### src/rtl/median_window_gen.sv
// 3x3 window generator for a raster pixel stream. Two line buffers and three column shift registers
// produce one registered 9*PIX_W window per interior pixel, handed off with a valid/ready handshake.
module median_window_gen #(
  parameter int IMG_W = 8,
  parameter int PIX_W = 8
) (
  input  logic               clk,
  input  logic               rst,
  input  logic [PIX_W-1:0]   pix_in,
  input  logic               pix_valid,
  input  logic               sof,
  output logic               pix_ready,
  output logic [9*PIX_W-1:0] win_out,
  output logic               win_valid,
  input  logic               win_ready
);

  localparam int CW = (IMG_W > 2) ? $clog2(IMG_W) : 2;
  localparam int SW = 3 * PIX_W;

  logic [CW-1:0]      r_col;
  logic [1:0]         r_row;
  logic [PIX_W-1:0]   r_lb1 [IMG_W];
  logic [PIX_W-1:0]   r_lb2 [IMG_W];
  logic [SW-1:0]      r_sr0, r_sr1, r_sr2;
  logic [9*PIX_W-1:0] r_win;
  logic               r_win_valid;

  logic               w_acc;
  logic [CW-1:0]      w_eff_col;
  logic [1:0]         w_eff_row;
  logic [PIX_W-1:0]   w_lb1_rd, w_lb2_rd;
  logic [SW-1:0]      w_sr0_nx, w_sr1_nx, w_sr2_nx;
  logic               w_last_col;
  logic               w_complete;

  assign pix_ready  = ~r_win_valid | win_ready;
  assign w_acc      = pix_valid & pix_ready;
  assign w_eff_col  = sof ? '0 : r_col;
  assign w_eff_row  = sof ? 2'd0 : r_row;
  assign w_lb1_rd   = r_lb1[w_eff_col];
  assign w_lb2_rd   = r_lb2[w_eff_col];

  // Newest pixel enters the top slot so the low byte of each row is the oldest column.
  assign w_sr0_nx   = {w_lb2_rd, r_sr0[SW-1:PIX_W]};
  assign w_sr1_nx   = {w_lb1_rd, r_sr1[SW-1:PIX_W]};
  assign w_sr2_nx   = {pix_in,   r_sr2[SW-1:PIX_W]};

  assign w_last_col = (w_eff_col == CW'(IMG_W - 1));
  assign w_complete = w_acc && (w_eff_row == 2'd2) && (w_eff_col >= CW'(2));

  assign win_out    = r_win;
  assign win_valid  = r_win_valid;

  // Line RAMs are deliberately not reset; rows 0/1 overwrite them before any window reads them.
  always_ff @(posedge clk) begin
    if (w_acc && !rst) begin
      r_lb2[w_eff_col] <= w_lb1_rd;
      r_lb1[w_eff_col] <= pix_in;
    end
  end

  always_ff @(posedge clk) begin
    if (rst) begin
      r_col       <= '0;
      r_row       <= 2'd0;
      r_sr0       <= '0;
      r_sr1       <= '0;
      r_sr2       <= '0;
      r_win       <= '0;
      r_win_valid <= 1'b0;
    end else begin
      if (w_acc) begin
        r_sr0 <= w_sr0_nx;
        r_sr1 <= w_sr1_nx;
        r_sr2 <= w_sr2_nx;
        if (w_last_col) begin
          r_col <= '0;
          r_row <= (w_eff_row == 2'd2) ? 2'd2 : w_eff_row + 2'd1;
        end else begin
          r_col <= w_eff_col + CW'(1);
          r_row <= w_eff_row;
        end
      end
      // A completion in the same cycle as a consume simply replaces the window.
      if (w_complete) begin
        r_win       <= {w_sr2_nx, w_sr1_nx, w_sr0_nx};
        r_win_valid <= 1'b1;
      end else if (r_win_valid && win_ready) begin
        r_win_valid <= 1'b0;
      end
    end
  end

endmodule

### config.mk
export PLATFORM = sky130hd
export DESIGN_NAME = median_window_gen
export DESIGN_NICKNAME = d
export VERILOG_FILES = /design/src/rtl/median_window_gen.sv
export SDC_FILE = /design/constraint.sdc
export NUM_CORES = 1
export LEC_CHECK = 0
export CORE_MARGIN = 1
export CORE_UTILIZATION = 45
export CTS_BUF_LIST = sky130_fd_sc_hd__clkbuf_4
export DETAILED_ROUTE_END_ITERATION = 7
export PLACE_DENSITY_LB_ADDON = 0.25
export SETUP_SLACK_MARGIN = 0.02
export SKIP_LAST_GASP = 1
export SLEW_MARGIN = 20
export SYNTH_ARGS = -nofsm -noshare
export SYNTH_HDL_FRONTEND = slang
export SYNTH_SLANG_ARGS = --single-unit
### constraint.sdc
create_clock -name clk -period 4.3 [get_ports clk]
set_input_delay 1.29 -clock clk [delete_from_list [all_inputs] [get_ports clk]]
set_output_delay 1.29 -clock clk [all_outputs]
set_load 0.02 [all_outputs]
# ---- Word-level counts from Yosys, hierarchy flattened
# Memories as Yosys holds them, arrays and structs flattened.
# Cells that the tools add are included.
dict set report word_totals {
  mem_bits_ro 0
  latchBits 0
  n_memories 2
  ff_bits 150
  out_inout_bits 74
  mem_bits_rw 128
}
# memory depth word_bits read_ports rd_ports_with_merged_regs write_ports line_no
set memory_table {}
lappend memory_table {r_lb1 8 8 1 0 1 23} ;# logic [PIX_W-1:0] r_lb1 [IMG_W];
lappend memory_table {r_lb2 8 8 1 0 1 24} ;# logic [PIX_W-1:0] r_lb2 [IMG_W];
dict set report classes {
  muxes 9
  n_eq_ne 2
  n_mul 0
  addsub 2
  order_cmp 1
  bitwise 3
  div_mod_pow 0
  n_reduce_logical 6
  n_shift 0
}
# cell count
set ops {}
lappend ops {{$mux 2} 3}
lappend ops {{$mux 3} 2}
lappend ops {{$logic_and 1x1->1} 4}
lappend ops {{$mux 1} 4}
lappend ops {{$add 3x1->3 const B} 1}
lappend ops {{$eq 3x3->1 const B} 1}
lappend ops {{$ge 3x2->1 const B} 1}
lappend ops {{$add 2x1->2 const B} 1}
lappend ops {{$eq 2x2->1 const B} 1}
lappend ops {{$reduce_bool 2->1} 1}
lappend ops {{$and 1x1->1} 1}
lappend ops {{$logic_not 1->1} 1}
lappend ops {{$not 1->1} 1}
lappend ops {{$or 1x1->1} 1}

# ---- Logic depth before layout (Yosys ltp)
dict set report depth {
  ltp_word 6
  depth_mapped 12
}

# ---- Worst setup path before layout
# No wires, ideal clock.
dict set report synth_timing {
  kind {input port to flip-flop}
  from {in win_ready}
  to {mem r_lb1[2][0] (enable)}
  setup_slack_ns 0.016
  cell_stages 5
  required_ns 3.864
  path_buffers 2
  setup_ns 0.436
  t_arrival_ns 3.848
  path_cell_list {nand2b_1 clkbuf_1 nand2_1 clkbuf_1 nor4b_1}
}
dict set report synth_via {
  elab_chain_len 5
}
# element line_no
set synth_lines {}
lappend synth_lines {{start, declared} 15} ;# input logic win_ready
lappend synth_lines {{$or 1x1->1} 37} ;# assign pix_ready = ~r_win_valid | win_ready;
lappend synth_lines {{via pix_ready} 12} ;# output logic pix_ready,
lappend synth_lines {{$and 1x1->1} 38} ;# assign w_acc = pix_valid & pix_ready;
lappend synth_lines {{$logic_and 1x1->1} 57} ;# if (w_acc && !rst) begin
lappend synth_lines {{$mux 1} 57}
lappend synth_lines {{$mux 1 (implied by the code)} 59} ;# r_lb1[w_eff_col] <= pix_in;
lappend synth_lines {{end, declared} 23}
# The timed path passes the listed nets, and every way through them passes these cells.

# ---- Final worst setup path
dict set report layout_timing {
  from {in win_ready}
  to {out pix_ready}
}
dict set report layout_via {
  elab_chain_len 1
}
# element line_no
set layout_lines {}
lappend layout_lines {{$or 1x1->1} 37}
lappend layout_lines {{end, declared} 12}
# Every way passes these cells.

==> metrics.cfg <==
[setup_path]
worst_setup_path_end_kind=output port
crit_path_start=win_ready
startpoint_type=primary input
cp.required_ns=3.01
ff2ff_setup_slack_ns=1.79
endpoint=pix_ready
r2r.worst_path.cells=5
r2r_start=r_col[1]
r2r-end=r_sr0[20]
critPathArrivalTime_ns=2.55
cp_max_fo=2
path_class=primary input to output port

[die]
die_w_um=148
die-area_sq_um=22000
io_pins=87
die_y_um=148
design.core.area_sq_um=21000
rows=53
initial_core_util=0.459

[detailed_routing]
drt-total-wl_um=21900
vias=6593
antenna_left=0
dr.pass1.iters=5
wl_per_cell_um=17.4
drtIter0Drc=405
via_per_inst=5.24
drc=0

[logic_synthesis]
ys_dominant_reg_cell=edfxtp_1
seq_area_frac_synth=0.659
netlist_top_cells_area=edfxtp_1, dfxtp_1, nand2_1
synth-edff-count=128
syn_nets=839
synth_area_sq_um=9660
postSynthRegisterBits=254
synth_top_area_share=0.398
syn_inst=823
yosysTopAreaCell=edfxtp_1
ys.warnings.count=0
syn_avg_cell_area_sq_um=11.7
async_flop_share=0
synth_cell_types=41

[pwr]
p_int_mw=3.71
power_density_nw_per_um2=411
p_seq_frac=0.547
power_frac_clock=0.402
switching_share=0.226
power.share.combinational=0.051
ir_drop_mv=0.232
power.leakage_nw=3.91
power.switching_mw=1.08

[global_routing]
overflow=0
grt_max_degree=77
grt_util_all_layers=0.205
grt_antenna_before_repair=1
grt_pass1_vias=6319
grt_first_pass_wirelength_um=34700

[sta]
period_share=0.893
rsz0062_at_grt=no
max_freq_mhz=260
period_needed_ns=3.84
relSlewSlack=0.422
worst_clock_skew_ns=0.0560
setup_violations=0
slew_violations=0
hold_violations=0
worst_pin_slew_ns=0.866
setup_tns_ns=0

[clocking]
path_clk_slew_ns=0.06
cts_buffers=61
cts_tree=built
clock_sinks=254
root_buffer=clkbuf_4
ctsHoldBuffers=0
post_cts_resized=0
cts_max_path_buffers=3
postCtsSetupBuffers=0
worstSkewPairLatency_ns=0.68
h-tree-depth=2

[finish]
syn2layout_area_growth_pct=20.6
final_layout_size_suffix_gt1_frac=0.184
finalInstanceArea_sq_um=11600
nets=954
n_fill_cell=1787
final_cells=1258

[placement]
dp_cells=1150
place_area_sq_um=10900
io_buffer_count=86
hpwlAfterDp_um=13900
gp_congestion=0.776

[status]
status=completed

[min_path]
hold_path.class=flop to flop
hold_start=r_sr2[9]

[flow_run]
cap_violations=0

per-layer routing:
metal,GRT usage,up-vias,share of wire
met5,0,-,0
met4,0.0778,0,0.021
met3,0.0442,29,0.052
met2,0.318,196,0.47
met1,0.280,3139,0.46
li1,-,3229,-
worst max-delay path, stage by stage:
cell and delay [ns]:
clkdlybuf4s50_1 0.46, nand2b_1 0.17, clkdlybuf4s50_1 0.63
state kept, by name, summed over array words and instances (netlist names):
register	cells
r_col	3
r_lb1	64
r_lb2	64
r_row	2
r_sr0	16
r_sr1	16
r_sr2	16
win_out	72
win_valid	1
cell families after synthesis:
kind of cell / share of synthesized area
buffers and inverters: 0.0352
AOI/OAI and AO/OA: 0.132
muxes: 0.0518
adders and majority gates: 0.00389
DFF: 0.659
and+or+nand+nor: 0.118
power by group through the flow:
stage	logic, mW	clock network, mW	registers [mW]
after floorplan	0.167	0	2.66
after global placement	0.240	0	2.67
after detailed placement	0.243	0	2.67
after CTS	0.244	1.98	2.62
after global routing	0.266	2.12	2.62
final	0.243	1.92	2.62
through the flow:
step,power [mW],worst slack (ns),hold slack (ns),util
3_3_place_gp,2.91,0.437,0.439,0.517
4_1_cts,4.84,0.449,0.452,0.554
6_report,4.79,0.459,0.440,0.554
3_5_place_dp,2.92,0.469,0.443,0.517
2_1_floorplan,2.83,0.375,0.432,-
5_1_grt,5.01,0.413,0.464,0.554
cell usage after synthesis (2+ instances only):
cell type    n
a311oi_1    12
buf_4        8
nor2b_1      3
ha_1         3
a311oi_2     4
o22ai_1      7
nor2_1      41
clkbuf_1    31
nand2b_1     4
a21oi_1     93
dfxtp_1    126
o22ai_2      9
a22oi_1     16
edfxtp_1   128
and2_1       2
a221oi_1     6
nand3_1      3
mux2_2      16
buf_2       23
a211oi_1    14
a221oi_2    10
o21ai_0      3
or3_1       17
a211oi_2     3
nand2_1    189
mux2i_1     32
buf_6        2
nor3_1       5
placed cells by master, fill, tap and decap left out, types with 4 or more instances in the layout:
master	n
nand2_1	189
nor2_1	41
clkdlybuf4s50_1	85
a221oi_2	10
mux2i_1	32
edfxtp_1	128
clkbuf_4	92
nand2b_1	4
buf_4	29
a211oi_1	14
or3_1	17
a22oi_1	16
mux2_2	16
a311oi_2	4
o22ai_1	7
a21oi_1	93
buf_12	4
dfxtp_1	125
o22ai_2	9
clkinv_1	13
a221oi_1	6
a311oi_1	12
cell type report:
| class | instances | area (sq um) | area share |
|---|---|---|---|
| timing repair buffer | 118 | 1150 | 0.0987 |
| antenna | 1 | 2.50 | 0.000215 |
| clock inverter | 15 | 87.6 | 0.00752 |
| clock buffer | 92 | 691 | 0.0593 |
| inverter | 2 | 7.51 | 0.000645 |
| tap | 275 | 344 | 0.0296 |
| sequential | 254 | 6370 | 0.547 |
| multi-input combinational | 501 | 2990 | 0.257 |
worst min path at each step:
stage,depth (start not counted),end
after floorplan,2,win_out[48]
after detailed placement,2,win_out[31]
after global placement,2,win_out[2]
after global routing,2,win_out[2]
after CTS,2,win_out[31]
final,2,win_out[49]
(Power assumes the default switching activity.)
